File: config.mk
export PLATFORM = sky130hd
export DESIGN_NAME = picomips_seq_ctrl
export DESIGN_NICKNAME = d
export VERILOG_FILES = /design/src/rtl/picomips_seq_ctrl.sv
export SDC_FILE = /design/constraint.sdc
export NUM_CORES = 1
export LEC_CHECK = 0
export CAP_MARGIN = 20
export CORE_ASPECT_RATIO = 0.75
export CORE_MARGIN = 2
export CORE_UTILIZATION = 35
export DETAILED_ROUTE_END_ITERATION = 8
export HOLD_SLACK_MARGIN = 0.15
export PLACE_DENSITY = 0.65
export SYNTH_ARGS = -nofsm -noshare
export SYNTH_HDL_FRONTEND = slang
export SYNTH_SLANG_ARGS = --single-unit
File: constraint.sdc
create_clock -name clk -period 2.1 [get_ports clk]
set_clock_uncertainty 0.1 [all_clocks]
set_input_delay 0.42 -clock clk [delete_from_list [all_inputs] [get_ports clk]]
set_output_delay 0.42 -clock clk [all_outputs]
set_load 0.01 [all_outputs]
File: src/rtl/picomips_seq_ctrl.sv
// picomips_seq_ctrl: multi-cycle PC/phase sequencer driving RAM, ROM, GPR and ALU strobes
module picomips_seq_ctrl #(
    parameter int PC_W    = 4,
    parameter int ROM_LAT = 2
) (
    input  logic            clk,
    input  logic            rst_n,
    input  logic            run,
    input  logic [7:0]      instr,
    input  logic            alu_sign,
    output logic [PC_W-1:0] pc,
    output logic            ram_wr_en,
    output logic            ram_rd_en,
    output logic [1:0]      ram_addr,
    output logic            rom_rd_en,
    output logic            gpr_wr_en,
    output logic [2:0]      gpr_addr,
    output logic            alu_en,
    output logic [2:0]      alu_code,
    output logic            busy,
    output logic            halted,
    output logic            illegal,
    output logic [7:0]      retired
);
    localparam int CW = ROM_LAT > 1 ? $clog2(ROM_LAT) : 1;
    typedef enum logic [3:0] {IDLE, FETCH, DECODE, WRAM, RRAM, ROMRD, WB, EXEC, BR, HALT} state_t;
    state_t          state_q, state_d;
    logic [PC_W-1:0] pc_q, pc_d, pc_inc, target;
    logic [7:0]      ir_q, ir_d, ret_q, ret_d;
    logic [CW-1:0]   cnt_q, cnt_d;
    logic            sign_q, sign_d, ill_q, ill_d, done, taken;
    assign pc_inc = pc_q + 1'b1;
    assign target = PC_W'(ir_q[3:0]);
    assign taken  = ir_q[7:5] == 3'b101 || (ir_q[7:5] == 3'b100 && sign_q);
    // Next-state: DECODE steers on the live instr bus because ir is only loaded at its end;
    // every op state that ends an instruction funnels through the shared retire path.
    always_comb begin
        state_d = state_q;
        pc_d    = pc_q;
        ir_d    = ir_q;
        ret_d   = ret_q;
        cnt_d   = cnt_q;
        sign_d  = sign_q;
        ill_d   = ill_q;
        done    = 1'b0;
        case (state_q)
            IDLE:   state_d = run ? FETCH : IDLE;
            FETCH:  state_d = DECODE;
            DECODE: begin
                ir_d = instr;
                case (instr[7:5])
                    3'b001:         state_d = WRAM;
                    3'b010:         state_d = RRAM;
                    3'b011:         state_d = EXEC;
                    3'b100, 3'b101: state_d = BR;
                    3'b111: begin
                        state_d = HALT;
                        ret_d   = ret_q + 8'd1;
                    end
                    default: begin
                        state_d = FETCH;
                        ret_d   = ret_q + 8'd1;
                        pc_d    = pc_inc;
                        ill_d   = ill_q | (instr[7:5] == 3'b110);
                    end
                endcase
            end
            RRAM: begin
                state_d = ROMRD;
                cnt_d   = CW'(ROM_LAT - 1);
            end
            ROMRD: begin
                state_d = cnt_q == '0 ? WB : ROMRD;
                cnt_d   = cnt_q - 1'b1;
            end
            EXEC: begin
                sign_d = alu_sign;
                done   = 1'b1;
            end
            WRAM, WB, BR: done = 1'b1;
            HALT:         state_d = HALT;
            default:      state_d = IDLE;
        endcase
        if (done) begin
            state_d = FETCH;
            ret_d   = ret_q + 8'd1;
            pc_d    = (state_q == BR && taken) ? target : pc_inc;
        end
    end
    // State and architectural registers; async reset clears strobes immediately via state_q.
    always_ff @(posedge clk or negedge rst_n) begin
        if (!rst_n) begin
            state_q <= IDLE;
            pc_q    <= '0;
            ir_q    <= '0;
            ret_q   <= '0;
            cnt_q   <= '0;
            sign_q  <= 1'b0;
            ill_q   <= 1'b0;
        end else begin
            state_q <= state_d;
            pc_q    <= pc_d;
            ir_q    <= ir_d;
            ret_q   <= ret_d;
            cnt_q   <= cnt_d;
            sign_q  <= sign_d;
            ill_q   <= ill_d;
        end
    end
    assign pc        = pc_q;
    assign ram_wr_en = state_q == WRAM;
    assign ram_rd_en = state_q == RRAM;
    assign rom_rd_en = state_q == ROMRD;
    assign gpr_wr_en = state_q == WB;
    assign alu_en    = state_q == EXEC;
    assign ram_addr  = ir_q[1:0];
    assign gpr_addr  = ir_q[4:2];
    assign alu_code  = ir_q[4:2];
    assign busy      = state_q != IDLE && state_q != HALT;
    assign halted    = state_q == HALT;
    assign illegal   = ill_q;
    assign retired   = ret_q;
endmodule

# Word level (Yosys, flattened, before mapping)

Cells that the tools add are included.

Logic and storage cells: 63
Bits in registers: 27

Add/subtract/negate cells: 3
Equality and inequality tests: 22
Bitwise logic cells: 2
Reductions and logical operators: 15
Mux-type cells: 14

Operators by type and width:

| cell                                                  | count |
|---|---|
| one-hot mux 4 bit (7 select lines)                    | 1 |
| two-way mux 8 bit                                     | 3 |
| two-way mux 4 bit                                     | 5 |
| one-hot mux 4 bit (5 select lines)                    | 1 |
| equality test 3 bit, second input constant            | 6 |
| equality test 4 x 3 -> 1 bit, second input constant   | 4 |
| adder 8 x 1 -> 8 bit, second input constant           | 1 |
| equality test 4 x 2 -> 1 bit, second input constant   | 2 |
| equality test 4 bit, second input constant            | 2 |
| equality test 3 x 2 -> 1 bit, second input constant   | 2 |
| inequality test 2 x 1 -> 1 bit, second input constant | 3 |
| AND reduction 2 bit                                   | 3 |
| OR reduction 6 bit                                    | 1 |
| OR reduction 5 bit                                    | 1 |
| adder 4 x 1 -> 4 bit, second input constant           | 1 |
| equality test 4 x 1 -> 1 bit, second input constant   | 1 |
| zero test 4 bit                                       | 1 |
| inequality test 4 bit, second input constant          | 1 |
| nonzero test 2 bit                                    | 2 |
| nonzero test 4 bit                                    | 1 |
| OR reduction 4 bit                                    | 1 |
| equality test 3 x 1 -> 1 bit, second input constant   | 1 |
| logical AND 1 bit                                     | 3 |
| two-way mux 1 bit                                     | 2 |
| 7 further kinds                                       | 7 |

# Depth between registers and ports, before layout

Gate-level depths: netlist of the first run.

Word-level depth: 6
Mapped depth: 6
Mapped depth without buffers: 6

# Worst setup path before layout of the first run

OpenSTA, ideal clock, no wires.

Path type: reg2reg
Start point: register state_q[0]
End point: register pc_q[2], in the netlist pc[2]
Data required time: 1869 ps
Path buffers: 1
Clock period less this slack: 2021 ps
Stages on the path, launching flop included: 6
Arrival: 1790 ps
Path slack: 79 ps
Cell sequence: dfrtp_1 buf_6 or4b_4 nor4b_4 mux2i_1 a22oi_2

Word-level cells in the longest chain between the ends: 5

RTL lines:

| element                                                                               | RTL line | text |
|---|---|---|
| from (decl)                                                                           | 27       | `state_t state_q, state_d;` |
| from (signal assigned)                                                                | 101      | `state_q <= state_d;` |
| equality test 4 x 2 -> 1 bit (tied with other cells)                                  | 46       | `case (state_q)` |
| OR reduction 4 bit (no line)                                                          | n/a      |  |
| two-way mux 1 bit                                                                     | 46       |  |
| inequality test 2 x 1 -> 1 bit (no line) / nonzero test 2 bit (equally long branches) | n/a      |  |
| AND reduction 2 bit (no line)                                                         | n/a      |  |
| to (signal assigned)                                                                  | 102      | `pc_q <= pc_d;` |
| to (decl)                                                                             | 28       | `logic [PC_W-1:0] pc_q, pc_d, pc_inc, target;` |

Parallel ways exist; a longest one is shown, timed or not.
A chain may end at the register's enable or synchronous reset.

# Worst setup path after layout of the first run

Same ends and word-level chain as after synthesis.

==> results summary, run 1 <==
The worst voltage drop across the vdd grid is 0.602 mV. The worst register-to-register path ends at pc[2]. The cell count after synthesis came out at 144. Leaving out fill and tap cells, the most frequent cell in the layout is sky130_fd_sc_hd__clkdlybuf4s50_1. The detailed-route wire length is 3.15 mm. The net switching power came out at 1.05 mW. The combinational share of power is 0.550.

At the worst endpoint, the required time is 2.16 ns. The area added between synthesis and finish came out at 40.0%. The cell row count is 20. The power share of the sequential group is 0.345. Before CTS, the worst setup slack after placement is -0.173 ns.

The routability congestion estimate is 0.797. The average instance area after synthesis came out at 10.3 um^2. The clock power share is 0.105. The nature of the critical path startpoint is a flip-flop. Across every metal layer, demand over resource in global routing totals 0.152. The maximum clock insertion buffer count came out at 2.

The slew at the pin with the worst max-slew slack is 0.347 ns. The startpoint of the worst hold path is retired[7]. In this run the cell area measured after placement is 2000 um^2. Of the synthesized area, sequential elements account for 0.454. In this run the critical register-to-register path is launched from state_q[0]. The H-tree level count came out at 1. The largest net degree at the start of global routing came out at 28. The area of the core came out at 4080 um^2.

The initial antenna violation count came out at 0. The flow ran to the end, and the final reports show no timing, DRC or antenna violations. For this run, design rule violations remaining after detail routing come to 0. The remaining number of nets flagged by the antenna check after routing is 0. The proportion of total power due to net switching came out at 0.369. The final hold violation count came out at 0. The sink of the worst hold path is retired[7]. Leaving out fill and tap cells, the most frequent cells in the layout are sky130_fd_sc_hd__clkdlybuf4s50_1, sky130_fd_sc_hd__dfrtp_1, sky130_fd_sc_hd__buf_4. The area enclosed by the die boundary came out at 4790 um^2. The leftover overflow at the end of global routing came out at 0.

Setup violations remaining at the end of the flow were counted as 0. The fraction of registers with async set/reset is 1.00. The worst pin sits at a relative slew slack of 0.769. After synthesis the netlist holds a flip-flop and latch count of 27. The largest fanout on the critical path came out at 7. The number of detailed-route iterations in the first pass is 4. The power per cell area is 1370 nW/um^2. Tracing the worst setup path back leads to its startpoint at state_q[0]. The via total after detailed routing came out at 1209. Timing would allow up to 494 MHz.

The distinct cell type count after synthesis came out at 39. The clock transition at the register clock pins on the worst setup and hold paths after CTS came out at 0.10 ns. The buffer cell driving the clock tree root is sky130_fd_sc_hd__clkbuf_8. The count of routing violations after the opening detailed-route iteration is 43. The type of the tightest min-delay check is reg -> reg. The most used flip-flop cell after synthesis is sky130_fd_sc_hd__dfrtp_1. The summed instance area of the synthesized netlist came out at 1490 um^2.

The number of max-cap violations is 0. The final instance area came out at 2080 um^2. Setup repair after global routing left no endpoint under its margin.

The I/O pin count is 40. The count of flip-flops with a built-in enable after synthesis is 0. The layout cell share with drive strength beyond 1 came out at 0.231. Buffers inserted to repair hold after CTS numbered 0. The register-to-register setup slack came out at 0.07 ns.

The worst setup path is of the reg -> reg kind. The arrival time at the worst endpoint is 2.09 ns. Across all setup checks in the final design, the least slack found is 0.0742 ns.

The initial utilization of the core area, before any placement, comes to 0.365. The kind of capture point of the worst setup path is a flip-flop. The clock insertion delay at the later pin of the skew report is 0.27 ns.

The first-pass GRT wire length came out at 5.60 mm. The final period demand of the worst path came out at 2.03 ns. The leakage component of the power is 0.932 nW. For this run, the post-layout net count is 212. TritonCTS built the clock tree.

Along the worst hold path, the cell count comes to 1. The floorplan step set the die width to 79.3 um. The number of global-route vias before repair came out at 1179. The total clock buffers created by CTS came out at 3.

The number of pins exceeding their max-slew limit in the final report came out at 0. The count of input and output buffers is 39. The clock drives 27 sinks. Yosys printed 0 warnings. The repair_antennas step left the layout with diodes totalling 0. Summed over all nets, the half-perimeter wirelength after detailed placement is 2.36 mm. The net count of the mapped netlist came out at 160. The die boundary height is 60.5 um. Counting cells, the worst reg-to-reg path comes to 6. The share of the clock period used by the worst path came out at 0.965. The internal portion of the total power is 1.80 mW.

Dividing the detail-routed via count by the number of cells gives 4.84. After detailed routing, the average wire length per cell comes to 12.6 um.
critical path, cell delays in order (launching register included):
cell,delay (ns)
sky130_fd_sc_hd__dfrtp_1,0.39
sky130_fd_sc_hd__buf_4,0.14
sky130_fd_sc_hd__or4b_4,0.54
sky130_fd_sc_hd__nor4b_4,0.27
sky130_fd_sc_hd__buf_6,0.17
sky130_fd_sc_hd__mux2i_1,0.21
sky130_fd_sc_hd__a22oi_2,0.09
timing repair:
action / CTS / global route
pin swaps: 0 / 0
resized for setup: 11 / 3
setup buffers: 3 / 0
endpoints found under the setup margin: 7 / 3
state kept, by name (all words and copies together) (netlist names):
| name | count |
|---|---|
| illegal | 1 |
| pc | 4 |
| retired | 8 |
| sign_q | 1 |
| state_q | 4 |
| ir_q | 8 |
| cnt_q | 1 |
cell families after synthesis:
| family | count (synthesis) | share of synthesized area |
|---|---|---|
| adder cells (fa/ha/maj) | 4 | 0.0336 |
| flip-flops | 27 | 0.454 |
| multiplexers | 12 | 0.0883 |
| buffers and inverters | 21 | 0.0791 |
| XOR/XNOR | 9 | 0.0530 |
| AND/OR/NAND/NOR | 43 | 0.165 |
| AO/OA/AOI/OAI | 28 | 0.127 |
cell usage after synthesis (2+ instances only):
cell                       instances  area, um^2
sky130_fd_sc_hd__dfrtp_1          27         676
sky130_fd_sc_hd__nor2_1           11        41.3
sky130_fd_sc_hd__mux2_2            9         101
sky130_fd_sc_hd__buf_4             8        60.1
sky130_fd_sc_hd__o21ai_0           8        40.0
sky130_fd_sc_hd__inv_1             7        26.3
sky130_fd_sc_hd__xnor2_1           7        61.3
sky130_fd_sc_hd__a21oi_1           6        30.0
sky130_fd_sc_hd__nor3_1            6        30.0
sky130_fd_sc_hd__nand2_1           5        18.8
sky130_fd_sc_hd__nand2b_1          5        31.3
sky130_fd_sc_hd__and3_1            4        25.0
sky130_fd_sc_hd__clkbuf_1          4        15.0
sky130_fd_sc_hd__ha_1              4        50.1
sky130_fd_sc_hd__mux2i_1           3        30.0
sky130_fd_sc_hd__nand3_1           3        15.0
sky130_fd_sc_hd__a21o_1            2        15.0
sky130_fd_sc_hd__nor2b_1           2        12.5
sky130_fd_sc_hd__o22ai_1           2        12.5
sky130_fd_sc_hd__xor2_1            2        17.5
how the worst max path moves through the flow:
stage / endpoint / slack (ns) / depth (start not counted)
after detailed placement: retired[1] / -0.17 / 8
after global routing: pc[2] / 0.01 / 6
final: pc[2] / 0.07 / 6
after CTS: busy / 0.03 / 4
after global placement: retired[1] / -0.13 / 8
after floorplan: pc[2] / 0.08 / 5
per-stage QoR:
step / hold slack, ns / utilization / std cells / TNS (ns) / total power, mW
final: 0.382 / 0.511 / 250 / 0 / 2.85
after global routing: 0.420 / 0.511 / 250 / 0 / 3.10
after CTS: 0.391 / 0.508 / 250 / 0 / 2.86
after detailed placement: 0.377 / 0.490 / 243 / -0.784 / 2.54
after global placement: 0.361 / 0.490 / 243 / -0.553 / 2.49
after floorplan: 0.0244 / - / 144 / 0 / 1.91
power groups by stage:
| stage | registers (mW) | logic [mW] | clock network [mW] |
|---|---|---|---|
| floorplan | 0.986 | 0.919 | 0 |
| global placement | 0.990 | 1.50 | 0 |
| detailed placement | 1.01 | 1.53 | 0 |
| CTS | 0.987 | 1.56 | 0.312 |
| global route | 1.03 | 1.73 | 0.336 |
| finish | 0.985 | 1.57 | 0.299 |
metal layers:
metal,vias to the layer above,routed length [um],track usage
li1,600,-,-
met4,0,38,0.0517
met2,31,1430,0.253
met5,-,0,0
met3,2,149,0.0357
met1,576,1540,0.199
layout make-up:
cell class	count	area, um^2
clock buffer	3	41.3
clock inverter	1	7.51
fill	396	2000
inverter	7	26.3
multi-input combinational	96	711
sequential	27	677
tap	55	68.8
timing repair buffer	61	552
Power figures use the tool's default switching activity.
==> run 2, diff against run 1 <==
--- a/config.mk
+++ b/config.mk
@@ -8,10 +8,10 @@
 export CAP_MARGIN = 20
 export CORE_ASPECT_RATIO = 0.75
 export CORE_MARGIN = 2
-export CORE_UTILIZATION = 35
+export CORE_UTILIZATION = 43
 export DETAILED_ROUTE_END_ITERATION = 8
 export HOLD_SLACK_MARGIN = 0.15
-export PLACE_DENSITY = 0.65
+export PLACE_DENSITY = 0.77
 export SYNTH_ARGS = -nofsm -noshare
 export SYNTH_HDL_FRONTEND = slang
 export SYNTH_SLANG_ARGS = --single-unit
==> results summary, run 2 (synthesis gave the netlist of run 1 again) <==
Using the TritonRoute via totals, the vias-per-cell ratio works out to 5.25. The H-tree level count is 1. The capture instance of the worst register-to-register path is pc[2]. At the worst endpoint, the required time is 2.16 ns. The number of hold buffers added after cts is 0. The internal portion of the total power is 1.84 mW. The critical path starts at state_q[2]. The most frequent standard cell in the layout excluding fill and tap cells is sky130_fd_sc_hd__clkdlybuf4s50_1. The count of routing violations after the opening detailed-route iteration is 29. The detailed-route wire length is 3.32 mm. The worst setup path is of the reg -> reg kind. The area enclosed by the die boundary is 3950 um^2. The startpoint of the worst-slack reg-to-reg timing path is state_q[2]. The effective utilization at floorplan came out at 0.449. The achievable frequency is 483 MHz. The slew at the pin with the worst max-slew slack is 0.348 ns.

The initial antenna violation count was 0. The worst setup path endpoint is pc[2]. After clock tree synthesis, the clock-pin slew on the worst setup and hold paths is 0.09 ns. The critical path goes through buf_4 > or4b_4 > nor4b_4 > buf_6 > mux2i_2 > a22oi_2. The final setup violation count is 0. The number of detailed-route iterations in the first pass came out at 4. The count of input and output buffers came out at 39. Measured along the x axis, the die boundary spans 71.9 um. The total inserted antenna cells came out at 0. The cell count of the worst reg-to-reg path came out at 6.

The arrival time at the worst endpoint is 2.13 ns. For this run, the total global-route usage over all layers was measured as 0.177. The clock power share came out at 0.101.

The I/O pin count came out at 40. The area added between synthesis and finish came out at 39.8%. Of the cells placed in the final design, the portion with a size suffix greater than 1 is 0.228. The CTS tree is built. For this block, the via count after detailed routing is 1245. STA classifies the critical path endpoint as a flip-flop. In the final routed layout, each cell accounts on average for 14.0 um. The final hold violation count came out at 0. In this run the power density over the cells is 1400 nW/um^2.

The first-pass GRT wire length is 5.24 mm. In this run the deepest clock path goes through 2 buffers. Entering global routing, the biggest net connects 28 pins. The worst-case IR drop observed on VDD is 0.706 mV. STA classifies the critical path startpoint as a flip-flop. The routability congestion estimate is 0.853. After layout, the worst setup slack is 0.0294 ns. The library cell contributing the largest single delay on the critical path is sky130_fd_sc_hd__or4b_4. The remaining routing DRC violations is 0.

The number of buffers and inverters on the critical path is 2. Clock tree synthesis selected as its root buffer the cell sky130_fd_sc_hd__clkbuf_8. The area of the core is 3310 um^2.

The final period demand of the worst path came out at 2.07 ns. The number of max-cap violations is 0. The sink count of the clock tree is 27. The power share of the sequential group is 0.341. The final-layout setup total negative slack is 0 ns. The overall power consumption came out at 2.91 mW. The proportion of total power due to net switching is 0.368. The combinational share of power came out at 0.558. The run finished with clean final reports.

The number of cells on the critical path came out at 6. The number of pins exceeding their max-slew limit in the final report is 0. The register-to-register setup slack is 0.03 ns. The net switching power is 1.07 mW. OpenSTA, run right after detailed placement, puts the worst setup slack at -0.197 ns.

The remaining number of nets flagged by the antenna check after routing came out at 0. The headroom to the max-slew limit came out at 0.768. Setup repair after global routing could not meet its margin everywhere. The tightest min-delay check is of the reg -> reg type. The total clock buffers created by CTS is 3. The die boundary height came out at 54.9 um. The leakage component of the power is 0.940 nW. The number of global-route vias before repair was 1163. The largest fanout on the critical path came out at 7.

The cell family contributing the most delay on the critical path is simple AND/OR/NAND/NOR gates. The clock insertion delay at the later pin of the skew report is 0.27 ns. For this run, the slowest stage of the critical path takes 0.54 ns.

Leaving out fill and tap cells, the most frequent cells in the layout are sky130_fd_sc_hd__clkdlybuf4s50_1, sky130_fd_sc_hd__dfrtp_1, sky130_fd_sc_hd__buf_4. In the final design database the tool counted 214 nets. The cell row count is 18. The leftover overflow at the end of global routing is 0. The half-perimeter wire length after detailed placement is 2.50 mm.

In the finished design, the share of the clock period the worst path needs comes to 0.986.
[run 2: changes by cell type in the layout (fill, tap and decap cells not counted), sizes merged]
cell	previous run	this run
clkdlybuf4s15	1	2
dlygate4sd2	6	5
clkinvlp	1	0
buf	22	24
clkbuf	3	4
[run 2: area by class of cell]
| class | count | area (um^2) |
|---|---|---|
| Timing Repair Buffer | 63 | 572 |
| Tap cell | 40 | 50.0 |
| Multi-Input combinational cell | 96 | 709 |
| Fill cell | 284 | 1230 |
| Sequential cell | 27 | 677 |
| Clock buffer | 4 | 45.0 |
| Inverter | 7 | 26.3 |
[run 2: power groups by stage]
| stage | clock (mW) | sequential [mW] | combinational, mW |
|---|---|---|---|
| 5_1_grt | 0.333 | 1.03 | 1.77 |
| 3_5_place_dp | 0 | 1.01 | 1.55 |
| 3_3_place_gp | 0 | 0.982 | 1.51 |
| 4_1_cts | 0.306 | 0.996 | 1.57 |
| 2_1_floorplan | 0 | 0.986 | 0.919 |
| 6_report | 0.294 | 0.994 | 1.63 |
[run 2: worst reg2reg max path, delay by kind of cell (launching register included)]
kind,cells,cell delay (ns)
and+or+nand+nor,2,0.82
buffers and inverters,2,0.32
DFF,1,0.40
muxes,1,0.22
AOI/OAI and AO/OA,1,0.10
[run 2: repair_timing]
item,CTS,global route
endpoints found under the setup margin,7,5
pin swaps,1,1
buffers inserted,2,3
gates resized for setup,9,6
gates cloned,0,0
[run 2: routing by layer]
metal	global-route usage	share of wire	up-vias
met5	0	0	-
met4	0.0566	0.012	0
met3	0.0399	0.056	4
met2	0.326	0.49	37
met1	0.212	0.44	594
li1	-	-	610
[run 2: how the worst min path moves through the flow]
stage	from	endpoint	slack (ns)	cells after the start
final	illegal	illegal	0.39	1
after global routing	illegal	illegal	0.41	1
after CTS	illegal	illegal	0.39	1
after detailed placement	illegal	illegal	0.36	1
after global placement	illegal	illegal	0.37	1
after floorplan	rst_n	cnt_q	0.02	0
[run 2: per-stage QoR]
stage | instances | instance area [um^2] | utilization | hold slack [ns]
after global placement | 228 | 1980 | 0.598 | 0.370
final | 237 | 2080 | 0.628 | 0.390
after floorplan | 144 | 1490 | - | 0.0244
after detailed placement | 228 | 1980 | 0.598 | 0.358
after global routing | 237 | 2080 | 0.628 | 0.412
after CTS | 234 | 2040 | 0.615 | 0.393
==> run 3, diff against run 2 <==
--- a/config.mk
+++ b/config.mk
@@ -5,13 +5,14 @@
 export SDC_FILE = /design/constraint.sdc
 export NUM_CORES = 1
 export LEC_CHECK = 0
-export CAP_MARGIN = 20
+export ABC_AREA = 1
+export CAP_MARGIN = 10
 export CORE_ASPECT_RATIO = 0.75
 export CORE_MARGIN = 2
-export CORE_UTILIZATION = 43
+export CORE_UTILIZATION = 45
 export DETAILED_ROUTE_END_ITERATION = 8
 export HOLD_SLACK_MARGIN = 0.15
-export PLACE_DENSITY = 0.77
+export PLACE_DENSITY = 0.78
 export SYNTH_ARGS = -nofsm -noshare
 export SYNTH_HDL_FRONTEND = slang
 export SYNTH_SLANG_ARGS = --single-unit
==> results summary, run 3 <==
The slew at the pin with the worst max-slew slack is 0.351 ns. The worst setup path is of the reg -> out kind. Global routing finished with a remaining overflow of 0.

The count of non-filler cells in the finished layout came out at 322. The via total after detailed routing is 1543. For this run, the total global-route usage over all layers was measured as 0.192. The number of detailed-route iterations in the first pass came out at 4.

The min-delay analysis places its worst path in the category in -> async. For this run, the leading register cell type out of synthesis is sky130_fd_sc_hd__dfrtp_1. The first-pass GRT wire length came out at 6.40 mm.

Detailed placement finished with a half-perimeter wire length of 2.56 mm. In the layout the commonest cells are sky130_fd_sc_hd__nand2_1, sky130_fd_sc_hd__clkdlybuf4s50_1, sky130_fd_sc_hd__nand3_1. The net count of the mapped netlist came out at 242.

The leakage component of the power is 1.20 nW. The required arrival time at the worst endpoint is 1.58 ns. The final-layout setup total negative slack is 0 ns. After synthesis, the most frequently instantiated cells are sky130_fd_sc_hd__nand2_1, sky130_fd_sc_hd__nand3_1, sky130_fd_sc_hd__dfrtp_1, sky130_fd_sc_hd__inv_1, sky130_fd_sc_hd__nor2_1. TritonCTS built the clock tree. The initial antenna violation count is 0. The buffer cell driving the clock tree root is sky130_fd_sc_hd__clkbuf_8.

Of the post-synthesis cell area, the dominant cell type holds 0.405. Setup repair after global routing left no endpoint under its margin. For this run, the share of the core covered by cells in the final layout is 0.606.

The average instance in the mapped netlist occupies 7.37 um^2. The final setup violation count is 0. The maximum clock insertion buffer count is 2.

The count of flip-flops with a built-in enable after synthesis came out at 0. By area the synthesized netlist is led by sky130_fd_sc_hd__dfrtp_1, sky130_fd_sc_hd__nand2_1, sky130_fd_sc_hd__nand3_1. For this design the total switching power over the nets is 1.23 mW. The placed cell area is 2060 um^2. Entering global routing, the biggest net connects 28 pins. The number of hold buffers added after cts is 0. The remaining number of nets flagged by the antenna check after routing came out at 0. The filler cell count in the final layout came out at 343. The cell row count came out at 19.

The count of input and output buffers came out at 39. The share of the Yosys chip area taken by registers is 0.405. The combinational share of power came out at 0.554. The power per cell area came out at 1300 nW/um^2. The headroom to the max-slew limit came out at 0.766. For the finished layout, the period the worst path requires is 2.03 ns.

The summed instance area of the synthesized netlist is 1670 um^2. The flow ran to the end, and the final reports show no timing, DRC or antenna violations. The area added between synthesis and finish is 31.3%. The worst setup path is launched from a flip-flop. The overall power consumption came out at 2.85 mW. The routed length per instance is 11.7 um. The final instance area came out at 2190 um^2. The kind of capture point of the worst setup path is a primary output.

The number of pins exceeding their max-slew limit in the final report is 0. The worst slack at placement came out at 0.142 ns. Registers take 678 um^2. The worst voltage drop across the vdd grid came out at 0.660 mV. The first routing iteration left 47 violations. The I/O pin count came out at 40.

The number of global-route vias before repair is 1487. The layout cell share with drive strength beyond 1 is 0.126. In the finished design, the share of the clock period the worst path needs comes to 0.964. The proportion of total power due to net switching is 0.432.

The total inserted antenna cells is 0. Max-cap violations in this run came to 0. The multi-input combinational cells in the finished layout cover a total of 805 um^2. The clock transition at the register clock pins on the worst setup and hold paths after CTS came out at 0.10 ns. During synthesis, Yosys emitted a total of 0 warnings. The critical path contains buffers and inverters numbering 3 combined. The clock power share came out at 0.107. The category of cells accounting for the largest share of critical-path delay is buffers and inverters. Once routing completed, OpenROAD measured the worst setup slack at 0.0748 ns. Leaving out fill and tap cells, the most frequent cell in the layout is sky130_fd_sc_hd__nand2_1. The flip-flop and latch count after synthesis is 27.

The largest fanout on the critical path came out at 5. The clock reaches the later pin of the worst-skew pair after 0.28 ns. The signal on the critical path passes through buf_4 > nor2_4 > nand2_1 > inv_1 > a21oi_1 > dlygate4sd2_1.

For this configuration, the core starts out at a cell density of 0.461. The die covers 4210 um^2. On the final layout, the worst hold slack is 0.401 ns. After detailed routing, the number of vias per cell comes to 4.79. The remaining routing DRC violations is 0.

The final hold violation count is 0. Of the total power, registers draw 0.339. The H-tree level count came out at 1.

The distinct cell type count after synthesis came out at 27. Of all cell types, the one taking the most synthesized area is sky130_fd_sc_hd__dfrtp_1. The total number of nets in the final design is 287.

The total placed cells including tap cells came out at 310. The clock drives 27 sinks. The detailed-route wire length came out at 3.78 mm. The achievable frequency is 494 MHz. The arrival time at the worst endpoint is 1.51 ns.

The total clock buffers created by CTS is 3. The area of the core is 3610 um^2. The largest incremental delay on the critical path came out at 0.46 ns. The internal power came out at 1.62 mW. The most common cell in the synthesized netlist is sky130_fd_sc_hd__nand2_1.

The fraction of registers with async set/reset came out at 1.00. Synthesis handed over a netlist of 226 instances. The slowest stage of the critical path is the sky130_fd_sc_hd__dfrtp_2 cell. The die boundary height came out at 56.7 um. The die outline width is 74.3 um.

The congestion estimate from routability-driven global placement came to 0.865.
run 3: cell types whose count changed in the layout (fill, tap and decap cells not counted), sizes merged, moves of 5 or more:
cell    change
a21oi       -5
buf        -12
inv        +22
mux2        -9
nand2      +82
nand2b      -5
nand3      +28
nor3        -5
xnor2       -5
run 3: path summary, 6_finish.rpt:
check	from	to	slack, ns	cells past startpoint
max	state_q[1]	busy	0.07	6
min	rst_n	pc[3]	0.40	2
max reg2reg	state_q[3]	retired[1]	0.44	9
min reg2reg	ir_q[6]	ir_q[6]	0.40	2
max in group asynchronous	rst_n	state_q[1]	1.20	2
min in group clk	ir_q[6]	ir_q[6]	0.40	2
run 3: kinds of logic after synthesis:
kind of cell	count (synthesis)	share of synthesized area
AO/OA/AOI/OAI	13	0.0428
AND/OR/NAND/NOR	138	0.383
XOR/XNOR	4	0.0210
adder cells (fa/ha/maj)	4	0.0300
buffers and inverters	40	0.118
flip-flops	27	0.405
run 3: worst register-to-register path: stages (launching register included):
cell	delay, ns
sky130_fd_sc_hd__dfrtp_1	0.40
sky130_fd_sc_hd__buf_4	0.15
sky130_fd_sc_hd__nor2_4	0.11
sky130_fd_sc_hd__buf_4	0.15
sky130_fd_sc_hd__inv_2	0.06
sky130_fd_sc_hd__nor2_8	0.18
sky130_fd_sc_hd__nand3_4	0.18
sky130_fd_sc_hd__nand2_4	0.16
sky130_fd_sc_hd__nand2_1	0.07
sky130_fd_sc_hd__nand2_1	0.06
run 3: timing repair:
action / 4_1_cts / 5_1_grt
buffers inserted: 8 / 0
setup endpoints to repair: 7 / 4
pin swaps: 1 / 0
gates cloned: 0 / 0
gates resized for setup: 9 / 4
run 3: layer usage:
layer	wire, um	global-route usage	vias to the layer above	share of wire
met5	0	0	-	0
met4	16	0.0357	0	0.0042
met3	169	0.0431	2	0.045
met2	1790	0.329	41	0.47
met1	1800	0.250	709	0.48
li1	-	-	791	-
run 3: power groups by stage:
stage	sequential [mW]	combinational [mW]	clock [mW]
floorplan	0.950	0.989	0
global placement	0.967	1.44	0
detailed placement	0.974	1.45	0
CTS	0.957	1.56	0.312
global route	0.999	1.75	0.332
finish	0.964	1.58	0.305
run 3: layout make-up:
class / count / share of cell area
tap: 52 / 0.0297
sequential: 27 / 0.310
clock buffer: 3 / 0.0189
timing repair buffer: 51 / 0.221
inverter: 29 / 0.0497
multi-input combinational: 159 / 0.368
clock inverter: 1 / 0.00343
